$ cat src/rtl/switch_debouncer.sv
// Two-flop synchroniser plus tick-sampled debouncer for the board slide switches.
// Produces debounced levels, per-bit edge pulses, a sticky change flag and the tick.
module switch_debouncer #(
  parameter int WIDTH    = 24,
  parameter int TICK_DIV = 100000,
  parameter int STABLE_N = 4
) (
  input  logic             clk,
  input  logic             rst,
  input  logic [WIDTH-1:0] sw_raw,
  input  logic             clr_changed,
  output logic [WIDTH-1:0] sw_out,
  output logic [WIDTH-1:0] rise,
  output logic [WIDTH-1:0] fall,
  output logic             changed,
  output logic             tick
);

  localparam int CW = (TICK_DIV > 1) ? $clog2(TICK_DIV) : 1;
  localparam logic [CW-1:0] CNT_MAX = CW'(TICK_DIV - 1);

  logic [CW-1:0]    cnt;
  logic             tick_int;
  logic [WIDTH-1:0] s1;
  logic [WIDTH-1:0] s2;
  logic [WIDTH-1:0] set_hi;
  logic [WIDTH-1:0] set_lo;

  assign tick_int = (cnt == CNT_MAX);
  assign tick     = tick_int & ~rst;

  always_ff @(posedge clk) begin
    if (rst) begin
      cnt <= '0;
    end else if (tick_int) begin
      cnt <= '0;
    end else begin
      cnt <= cnt + 1'b1;
    end
  end

  always_ff @(posedge clk) begin
    if (rst) begin
      s1 <= '0;
      s2 <= '0;
    end else begin
      s1 <= sw_raw;
      s2 <= s1;
    end
  end

  // Each bit owns its history so bits stay fully independent.
  for (genvar i = 0; i < WIDTH; i++) begin : g_bit
    logic [STABLE_N-1:0] hist;
    logic [STABLE_N-1:0] nh;

    assign nh        = {hist[STABLE_N-2:0], s2[i]};
    assign set_hi[i] = tick_int & (&nh) & ~sw_out[i];
    assign set_lo[i] = tick_int & ~(|nh) & sw_out[i];

    always_ff @(posedge clk) begin
      if (rst) begin
        hist <= '0;
      end else if (tick_int) begin
        hist <= nh;
      end
    end
  end

  always_ff @(posedge clk) begin
    if (rst) begin
      sw_out  <= '0;
      rise    <= '0;
      fall    <= '0;
      changed <= 1'b0;
    end else begin
      sw_out <= (sw_out | set_hi) & ~set_lo;
      rise   <= set_hi;
      fall   <= set_lo;
      // A new change wins over a clear in the same cycle.
      if (|{set_hi, set_lo}) begin
        changed <= 1'b1;
      end else if (clr_changed) begin
        changed <= 1'b0;
      end
    end
  end

endmodule

$ cat config.mk
export PLATFORM = sky130hd
export DESIGN_NAME = switch_debouncer
export DESIGN_NICKNAME = d
export VERILOG_FILES = /design/src/rtl/switch_debouncer.sv
export SDC_FILE = /design/constraint.sdc
export NUM_CORES = 1
export LEC_CHECK = 0
export ABC_AREA = 1
export CORE_UTILIZATION = 54
export CTS_CLUSTER_SIZE = 12
export DETAILED_ROUTE_END_ITERATION = 8
export PLACE_DENSITY = 0.78
export SYNTH_ARGS = -nofsm -noshare
export SYNTH_HDL_FRONTEND = slang
export SYNTH_SLANG_ARGS = --single-unit
$ cat constraint.sdc
create_clock -name clk -period 2 [get_ports clk]
set_input_delay 0.6 -clock clk [delete_from_list [all_inputs] [get_ports clk]]
set_output_delay 0.6 -clock clk [all_outputs]
set_load 0.05 [all_outputs]
==> metrics.cfg, run 1 <==
[run_status]
status = finished with violations
violations = setup timing

[floorplanning]
io-pin-count = 101
die_h_um = 121
dieArea_sq_um = 14500
core-area_sq_um = 13500
die_w_um = 121
initial_core_util_pct = 56.3
row_count = 42

[yosys]
ys_async_sr_fraction_pct = 0
synth_ff_type = dfxtp_1
synth_area_leader_cell = dfxtp_1
synth_top_area_share_pct = 55.3
synth.distinct_cells = 33
synth.most_common_cell = dfxtp_1
syn_nets = 913
synth_enable_flop_cells = 0
synthCells = 885
ys_ff_latch = 210
mappedNetlistArea_sq_um = 7600
ys_warn_count = 0
netlist_top_cells_count = dfxtp_1, nor2_1, inv_1
synthTopCellsByArea = dfxtp_1, nor2_1, inv_1
synth-seq-area-share_pct = 55.3
syn_avg_cell_area_sq_um = 8.58

[sta]
setup_ws_ns = -0.253
max_freq_ghz = 0.444
rsz0062_at_grt = true
period_minus_slack_ns = 2.25
fin_crit_sh_pct = 113
tns_ns = -0.253
slew_headroom_pct = 61.9
fin_skew_ns = 0.00769
finalSetupViolCount = 1
hold_viol = 0
tightest_slew_ns = 0.567
slew_violations = 0

[power]
vdd_drop_max_v = 0.000574
finalPower_mw = 7.80
p_leak_nw = 3.87
pwr_density_cell_nw_per_um2 = 833

[worst_hold_path]
hp-start = s1[5]
hold_end = s2[5]
min_path_cells = 2
hp-class = flip-flop to flip-flop

[setup_path]
worst_setup_path_start_kind = flip-flop
crit_path_cell_trace = ha_4 > nand2_4 > nor2_4 > nand3_2 > nor2_4 > inv_2 > nor2_8 > buf_12
cp_slowest_stage_delay_ns = 0.35
crit_buf_inv = 2
r2r_end = changed
crit_fanout = 2
cpMaxStageDelayCell = dfxtp_2
reg2reg_from = cnt[1]
regToRegSetupSlack_ns = 0.08
critical_path.top_delay_family = simple AND/OR/NAND/NOR gates
worstPathArrival_ns = 1.65
cp_common_cell = nor2_4
r2r_cells = 14
path_class = flip-flop to primary output
required_ns = 1.40
end_kind = primary output

[clocking]
cts_htree_levels = 1
clk_pin_slew_ns = 0.06
cts_hold_buf = 0
clock-root-buffer = clkbuf_16
cts_buffers = 21
cts_tree = yes
cts_sinks = 210
clock_latency_ns = 0.48
clk_path_buf_depth = 3

[cells_and_area]
drive_above_1_share_pct = 18.2
final_nets = 1030
antenna_cells = 0
synthToLayoutAreaGrowth_pct = 23.2
final_cells = 1182
final_util_pct = 69.3

[flow_run]
cap_viol_max_count = 0

[global_routing]
grt_pass1_wl_mm = 26.1
grt-ovfl-total = 0
grt_pass1_vias = 5574
grt_max_degree = 47
antenna_found_initial = 0
grt.total_usage_pct = 22.0

[route]
finalWirelength_mm = 16.4
vias_per_cell = 5.13
dr.pass1.iters = 5
wl_per_cell_um = 13.9
vias = 6060
drt_iter0_markers = 325
postRouteAntennaNets = 0
drc = 0

[placement]
dp.cells = 1148
gp_congestion = 0.803
hpwlAfterDp_mm = 10.8
io_buffers = 100

==> power breakdown <==
part | total (mW) | switching, mW | internal [mW]
combinational | 0.229 | 0.128 | 0.100
clock | 3.31 | 1.42 | 1.89
sequential | 4.26 | 0.0248 | 4.24
==> how the worst max path moves through the flow <==
stage                     cells past startpoint  slack (ns)    to   start
after floorplan                               7        0.19  tick  cnt[0]
after global placement                        8        0.08  tick  cnt[0]
after detailed placement                      8        0.02  tick  cnt[0]
after CTS                                     8       -0.30  tick  cnt[1]
after global routing                          8       -0.32  tick  cnt[1]
final                                         8       -0.25  tick  cnt[1]
==> tightest hold or removal path, cell delays in order (launching register included) <==
cell	delay, ns
dfxtp_1	0.29
inv_1	0.04
nor2_1	0.03
==> logic make-up (layout without fill, tap and decap cells) <==
kind of cell,after synthesis,in the layout,share of synthesized area (%)
compound gates,103,103,8.75
fa+ha+maj,1,1,0.165
simple gates,388,388,25.2
flops,210,210,55.3
buf+inv,178,299,10.0
xor+xnor,5,5,0.576
==> layout make-up <==
class	instances	area, sq um
Sequential cell	210	4210
Timing Repair Buffer	130	1170
Tap cell	176	220
Clock buffer	27	548
Fill cell	1059	4140
Inverter	142	536
Multi-Input combinational cell	497	2690
==> per-layer routing <==
layer	wire (um)	GRT usage (%)	vias to the layer above
li1	-	-	3065
met1	7200	27.5	2797
met2	7860	39.0	171
met3	941	3.49	27
met4	380	6.33	0
met5	0	0	-
==> cells in the final DEF, fill, tap and decap left out, types with 2 or more instances in the layout <==
master / n
xor2_1: 5
nor2_1: 135
dfxtp_1: 208
nor3_1: 5
a31o_1: 21
nand3b_1: 10
nand4_1: 9
nor2_2: 4
a31o_2: 3
nor3b_1: 4
nand3_2: 15
or2_0: 2
clkdlybuf4s50_1: 25
nand2_2: 2
o21ai_0: 28
nand2_1: 107
o22ai_1: 44
nor2_4: 21
buf_4: 95
inv_2: 4
buf_12: 6
a21oi_1: 6
nand3_1: 49
inv_1: 137
nor4_1: 22
dfxtp_2: 2
clkbuf_1: 6
clkbuf_16: 23
==> registers in the layout, summed over array words and instances, names as in the netlist <==
register and cells:
rise 24, sw_out 24, fall 24, g_bit.hist 72
s1 24, cnt 17, changed 1, s2 24
==> stage by stage <==
| step | cell area [sq um] | hold slack, ns | worst slack [ns] |
|---|---|---|---|
| 4_1_cts | 9260 | 0.403 | -0.305 |
| 6_report | 9360 | 0.400 | -0.253 |
| 5_1_grt | 9360 | 0.417 | -0.322 |
| 3_5_place_dp | 8670 | 0.393 | 0.0192 |
| 2_1_floorplan | 7600 | 0.388 | 0.195 |
| 3_3_place_gp | 8670 | 0.389 | 0.0765 |
==> repair_timing <==
item                                    CTS  global route
gates cloned                              0             2
resized for setup                         6             8
pin swaps                                 3             3
endpoints found under the setup margin    1             2
setup buffers                             3             2
Note: power is estimated with default switching activity, not from simulation.
==> run 2: changes to the inputs <==
CORE_MARGIN = 5   (was unset)
==> run 2 against run 1 <==
- the run still ends with setup timing left
- count of clock-buffer cells in the layout is 3 higher
- clock power rose by 9.4%
- non-clock buffer count down 6
- power up 4.0%
- combinational power decreased by 2%
- worst setup slack gained 0.012 ns
- die area up 14%
- sequential power about the same
- global-route usage down 2.7 points
- design area barely moved
- highest routed layer unchanged
==> metrics.cfg, run 2 (same netlist as run 1, synthesis figures left out) <==
[sta]
fin_skew_ns = 0.00762  ; -0.0000702 ns
finalSetupViolCount = 1  ; unchanged
slew_violations = 0  ; unchanged
fin_crit_sh_pct = 112  ; -0.61 points
slew_headroom_pct = 60.7  ; -1.2 points
max_freq_ghz = 0.446  ; +0.54%
setup_ws_ns = -0.241  ; +0.0121 ns
hold_viol = 0  ; unchanged
period_minus_slack_ns = 2.24  ; -0.0121 ns
tightest_slew_ns = 0.585  ; +0.0182 ns
rsz0062_at_grt = true
tns_ns = -0.241  ; +0.0121 ns

[global_routing]
grt_pass1_vias = 5676  ; +1.8%
grt_max_degree = 55  ; +17%
grt-ovfl-total = 0  ; unchanged
grt_pass1_wl_mm = 26.5  ; +1.5%
grt.total_usage_pct = 19.3  ; -2.7 points
antenna_found_initial = 0  ; unchanged

[clocking]
clock-root-buffer = clkbuf_16
clk_path_buf_depth = 3  ; unchanged
cts_htree_levels = 1  ; unchanged
cts_buffers = 22  ; +4.8%
cts_hold_buf = 0  ; unchanged
cts_sinks = 210  ; unchanged
cts_tree = yes
clock_latency_ns = 0.49  ; about the same
clk_pin_slew_ns = 0.05  ; about the same

[setup_path]
worstPathArrival_ns = 1.64  ; about the same
path_class = flip-flop to primary output
worst_setup_path_start_kind = flip-flop
required_ns = 1.40  ; about the same
crit_fanout = 2  ; unchanged
end_kind = primary output

[floorplanning]
io-pin-count = 101  ; unchanged
initial_core_util_pct = 54.9  ; -1.3 points
dieArea_sq_um = 16500  ; +14%
die_h_um = 129  ; +6.6%
row_count = 43  ; +2.4%
die_w_um = 129  ; +6.6%
core-area_sq_um = 13800  ; +2.4%

[placement]
hpwlAfterDp_mm = 10.7  ; -0.44%
preCtsSetupSlack_ns = 0.0666  ; +0.0474 ns
io_buffers = 100  ; unchanged
gp_congestion = 0.849  ; +5.7%
place_area_sq_um = 8640  ; -0.38%

[power]
finalPower_mw = 8.11  ; +4.0%
vdd_drop_max_v = 0.000693  ; +21%
p_leak_nw = 3.87  ; about the same
pwr_density_cell_nw_per_um2 = 865  ; +3.9%

[route]
wl_met2_mm = 7.72  ; -1.8%
postRouteAntennaNets = 0  ; unchanged
wl_per_cell_um = 13.4  ; -3.3%
drt_iter0_markers = 340  ; +4.6%
drc = 0  ; unchanged
dr_wl_met3_um = 808  ; -14%
vias_per_cell = 4.99  ; -2.7%
dr.pass1.iters = 5  ; unchanged
highest_layer = met4
vias = 5910  ; -2.5%
wl_met1_mm = 6.99  ; -3.0%
finalWirelength_mm = 15.9  ; -3.1%

[cells_and_area]
final_util_pct = 67.8  ; -1.5 points
mostFrequentLayoutCells = dfxtp_1, nor2_1, inv_1
final_nets = 1025  ; -0.49%
antenna_cells = 0  ; unchanged
largest_reg_flops = 72  ; unchanged
fin_area_sq_um = 9370  ; about the same
synthToLayoutAreaGrowth_pct = 23.3  ; about the same
top_register = g_bit.hist
drive_above_1_share_pct = 18.5  ; +0.32 points
mostFrequentLayoutCell = dfxtp_1

[worst_hold_path]
hp-class = flip-flop to flip-flop

[flow_run]
cap_viol_max_count = 0  ; unchanged

[run_status]
status = finished with violations
violations = setup timing

-- run 2: cell count changes in the layout (fill, tap and decap cells not counted), sizes merged --
cell    before  now
clkinv       0    2
clkbuf      29   30
buf        103   99
-- run 2: critical path, cell delays in order (launching register included) --
cell	delay (ns)
dfxtp_2	0.35
ha_4	0.15
nand2_4	0.06
nor2_4	0.09
nand3_2	0.09
nor2_4	0.12
inv_4	0.06
nor2_8	0.10
buf_12	0.14
-- run 2: through the flow --
step | cells | hold slack, ns
2_1_floorplan | 885 | 0.388
3_3_place_gp | 1147 | 0.389
3_5_place_dp | 1147 | 0.392
4_1_cts | 1184 | 0.399
5_1_grt | 1185 | 0.411
6_report | 1185 | 0.400
-- run 2: final cells by class --
class / count / area (sq um)
well taps: 180 / 225
repair buffers: 124 / 1080
fillers: 1115 / 4460
clock buffers: 30 / 622
inverters: 142 / 538
multi-input cells: 497 / 2680
clock inverters: 2 / 13.8
flip-flops and latches: 210 / 4210
-- run 2: final timing paths --
kind	from	end	slack [ns]	cells after the start
worst max-delay path	cnt[0]	tick	-0.24	8
worst min-delay path	s1[1]	s2[1]	0.40	2
worst max register to register	cnt[0]	changed	0.10	14
worst min register to register	s1[1]	s2[1]	0.40	2
-- run 2: metal layers --
| metal | vias up | global-route usage [%] |
|---|---|---|
| li1 | 3053 | - |
| met1 | 2697 | 24.7 |
| met2 | 135 | 33.5 |
| met3 | 25 | 3.36 |
| met4 | 0 | 5.93 |
| met5 | - | 0 |
-- run 2: power by group --
part | switching (mW) | leakage [nW] | internal (mW)
clock network | 1.48 | 0.312 | 2.14
logic | 0.125 | 1.86 | 0.101
registers | 0.0229 | 1.70 | 4.24
total | 1.63 | 3.87 | 6.48
-- run 2: timing repair --
action / CTS / global route
cloned: 0 / 0
buffers inserted: 5 / 1
gates resized for setup: 6 / 13
pin swaps: 5 / 4
setup endpoints to repair: 1 / 46
==> run 3: changes to the inputs <==
CORE_UTILIZATION = 50   (was 54)
PLACE_DENSITY = 0.74   (was 0.78)
==> run 3 against run 2 <==
- die area increased by 7.4%
- sequential power hardly changed
- power rose by 1.2%
- combinational power barely moved
- design area is 0.65% higher
- first-iteration DRC count is 5.9% higher
- hold slack lost 0.0017 ns
- the flow still finishes with violations (setup timing)
- sequential share of layout area shrank 0.33 points
==> metrics.cfg, run 3 (same netlist as run 1, synthesis figures left out) <==
[worst_hold_path]
hp-class = flip-flop to flip-flop

[clocking]
cts_sinks = 210  ; unchanged
clk_pin_slew_ns = 0.06  ; about the same
clock-root-buffer = clkbuf_16
cts_tree = yes
clk_path_buf_depth = 3  ; unchanged
cts_buffers = 22  ; unchanged
cts_htree_levels = 1  ; unchanged
clock_latency_ns = 0.49  ; about the same

[route]
finalWirelength_mm = 16.4  ; +2.9%
postRouteAntennaNets = 0  ; unchanged
vias_per_cell = 4.97  ; -0.40%
drt_iter0_markers = 360  ; +5.9%
wl_per_cell_um = 13.6  ; +1.7%
dr.pass1.iters = 5  ; unchanged
vias = 5956  ; +0.78%
drc = 0  ; unchanged

[power]
vdd_drop_max_v = 0.000535  ; -23%
finalPower_mw = 8.21  ; +1.2%
pwr_density_cell_nw_per_um2 = 870  ; +0.58%
p_leak_nw = 3.91  ; +0.96%

[run_status]
violations = setup timing
status = finished with violations

[sta]
tightest_slew_ns = 0.574  ; -0.0107 ns
max_freq_ghz = 0.441  ; -1.3%
fin_crit_sh_pct = 113  ; +1.4 points
finalSetupViolCount = 1  ; unchanged
setup_ws_ns = -0.270  ; -0.0290 ns
period_minus_slack_ns = 2.27  ; +0.0290 ns
fin_skew_ns = 0.00550  ; -0.00212 ns
hold_ws_ns = 0.398  ; -0.00170 ns
slew_violations = 0  ; unchanged
rsz0062_at_grt = true
slew_headroom_pct = 61.4  ; +0.72 points
hold_viol = 0  ; unchanged

[cells_and_area]
fill_cells = 1242  ; +11%
largest_reg_flops = 72  ; unchanged
drive_above_1_share_pct = 18.4  ; -0.11 points
synthToLayoutAreaGrowth_pct = 24.1
antenna_cells = 0  ; unchanged
mostFrequentLayoutCell = dfxtp_1
final_nets = 1030  ; +0.49%
final_cells = 1199  ; +1.2%
mostFrequentLayoutCells = dfxtp_1, inv_1, nor2_1
final_util_pct = 62.7  ; -5.0 points
top_register = g_bit.hist

[floorplanning]
row_count = 45  ; +4.7%
die_w_um = 133  ; +3.6%
die_h_um = 133  ; +3.6%
io-pin-count = 101  ; unchanged
core-area_sq_um = 15000  ; +8.7%
initial_core_util_pct = 50.5  ; -4.4 points
dieArea_sq_um = 17800  ; +7.4%

[placement]
gp_congestion = 0.813  ; -4.3%
io_buffers = 100  ; unchanged
preCtsSetupSlack_ns = 0.0574  ; -0.00922 ns
hpwlAfterDp_mm = 11.1  ; +4.0%
dp.cells = 1157  ; +0.87%

[global_routing]
grt-ovfl-total = 0  ; unchanged
grt.total_usage_pct = 17.7  ; -1.6 points
grt_max_degree = 38  ; -31%
grt_pass1_wl_mm = 26.5  ; +0.13%
grt_pass1_vias = 5565  ; -2.0%
antenna_found_initial = 0  ; unchanged

[setup_path]
worstPathArrival_ns = 1.67  ; +0.03 ns
worst_setup_path_start_kind = flip-flop
required_ns = 1.40  ; about the same
end_kind = primary output
path_class = flip-flop to primary output
crit_fanout = 2  ; unchanged

[flow_run]
cap_viol_max_count = 0  ; unchanged

run 3: layout make-up:
class	instances	area, sq um	area share, %
Tap cell	188	235	2.49
Sequential cell	210	4210	44.6
Timing Repair Buffer	129	1130	12.0
Inverter	142	536	5.68
Clock inverter	2	10.0	0.106
Multi-Input combinational cell	497	2670	28.3
Clock buffer	31	646	6.85
run 3: worst paths after layout:
| kind | slack (ns) | endpoint | cells after the start | startpoint |
|---|---|---|---|---|
| max reg2reg | 0.15 | cnt[15] | 9 | cnt[1] |
| max | -0.27 | tick | 8 | cnt[1] |
| min | 0.40 | s2[21] | 2 | s1[21] |
| min reg2reg | 0.40 | s2[21] | 2 | s1[21] |
run 3: per-layer routing:
layer | track usage [%] | part of all wire, % | vias up
met2 | 30.2 | 47 | 132
met1 | 23.5 | 46 | 2737
met4 | 3.94 | 1.3 | 0
met3 | 3.40 | 5.3 | 23
met5 | 0 | 0 | -
li1 | - | - | 3064
run 3: per-stage QoR:
step                TNS (ns)  instance area, sq um
CTS                   -0.344                  9340
finish                -0.270                  9430
global placement           0                  8630
floorplan                  0                  7600
detailed placement         0                  8630
global route          -0.342                  9430
run 3: critical path, stage by stage, from the launching register on:
cell,delay (ns)
dfxtp_2,0.35
ha_4,0.15
nand2_4,0.06
nor2_4,0.10
nand3_2,0.09
nor2_4,0.11
inv_2,0.07
nor2_8,0.11
buf_12,0.14
run 3: power breakdown:
part / internal [mW] / switching (mW) / total (mW)
clock network: 2.21 / 1.51 / 3.72
logic: 0.0995 / 0.123 / 0.223
registers: 4.24 / 0.0253 / 4.26
total: 6.55 / 1.66 / 8.21
run 3: repair_timing:
item,CTS,global route
buffers inserted,5,4
endpoints found under the setup margin,1,3
hold endpoints to repair,0,0
pin swaps,5,4
gates cloned,0,1
resized for setup,6,12
hold buffers,0,0
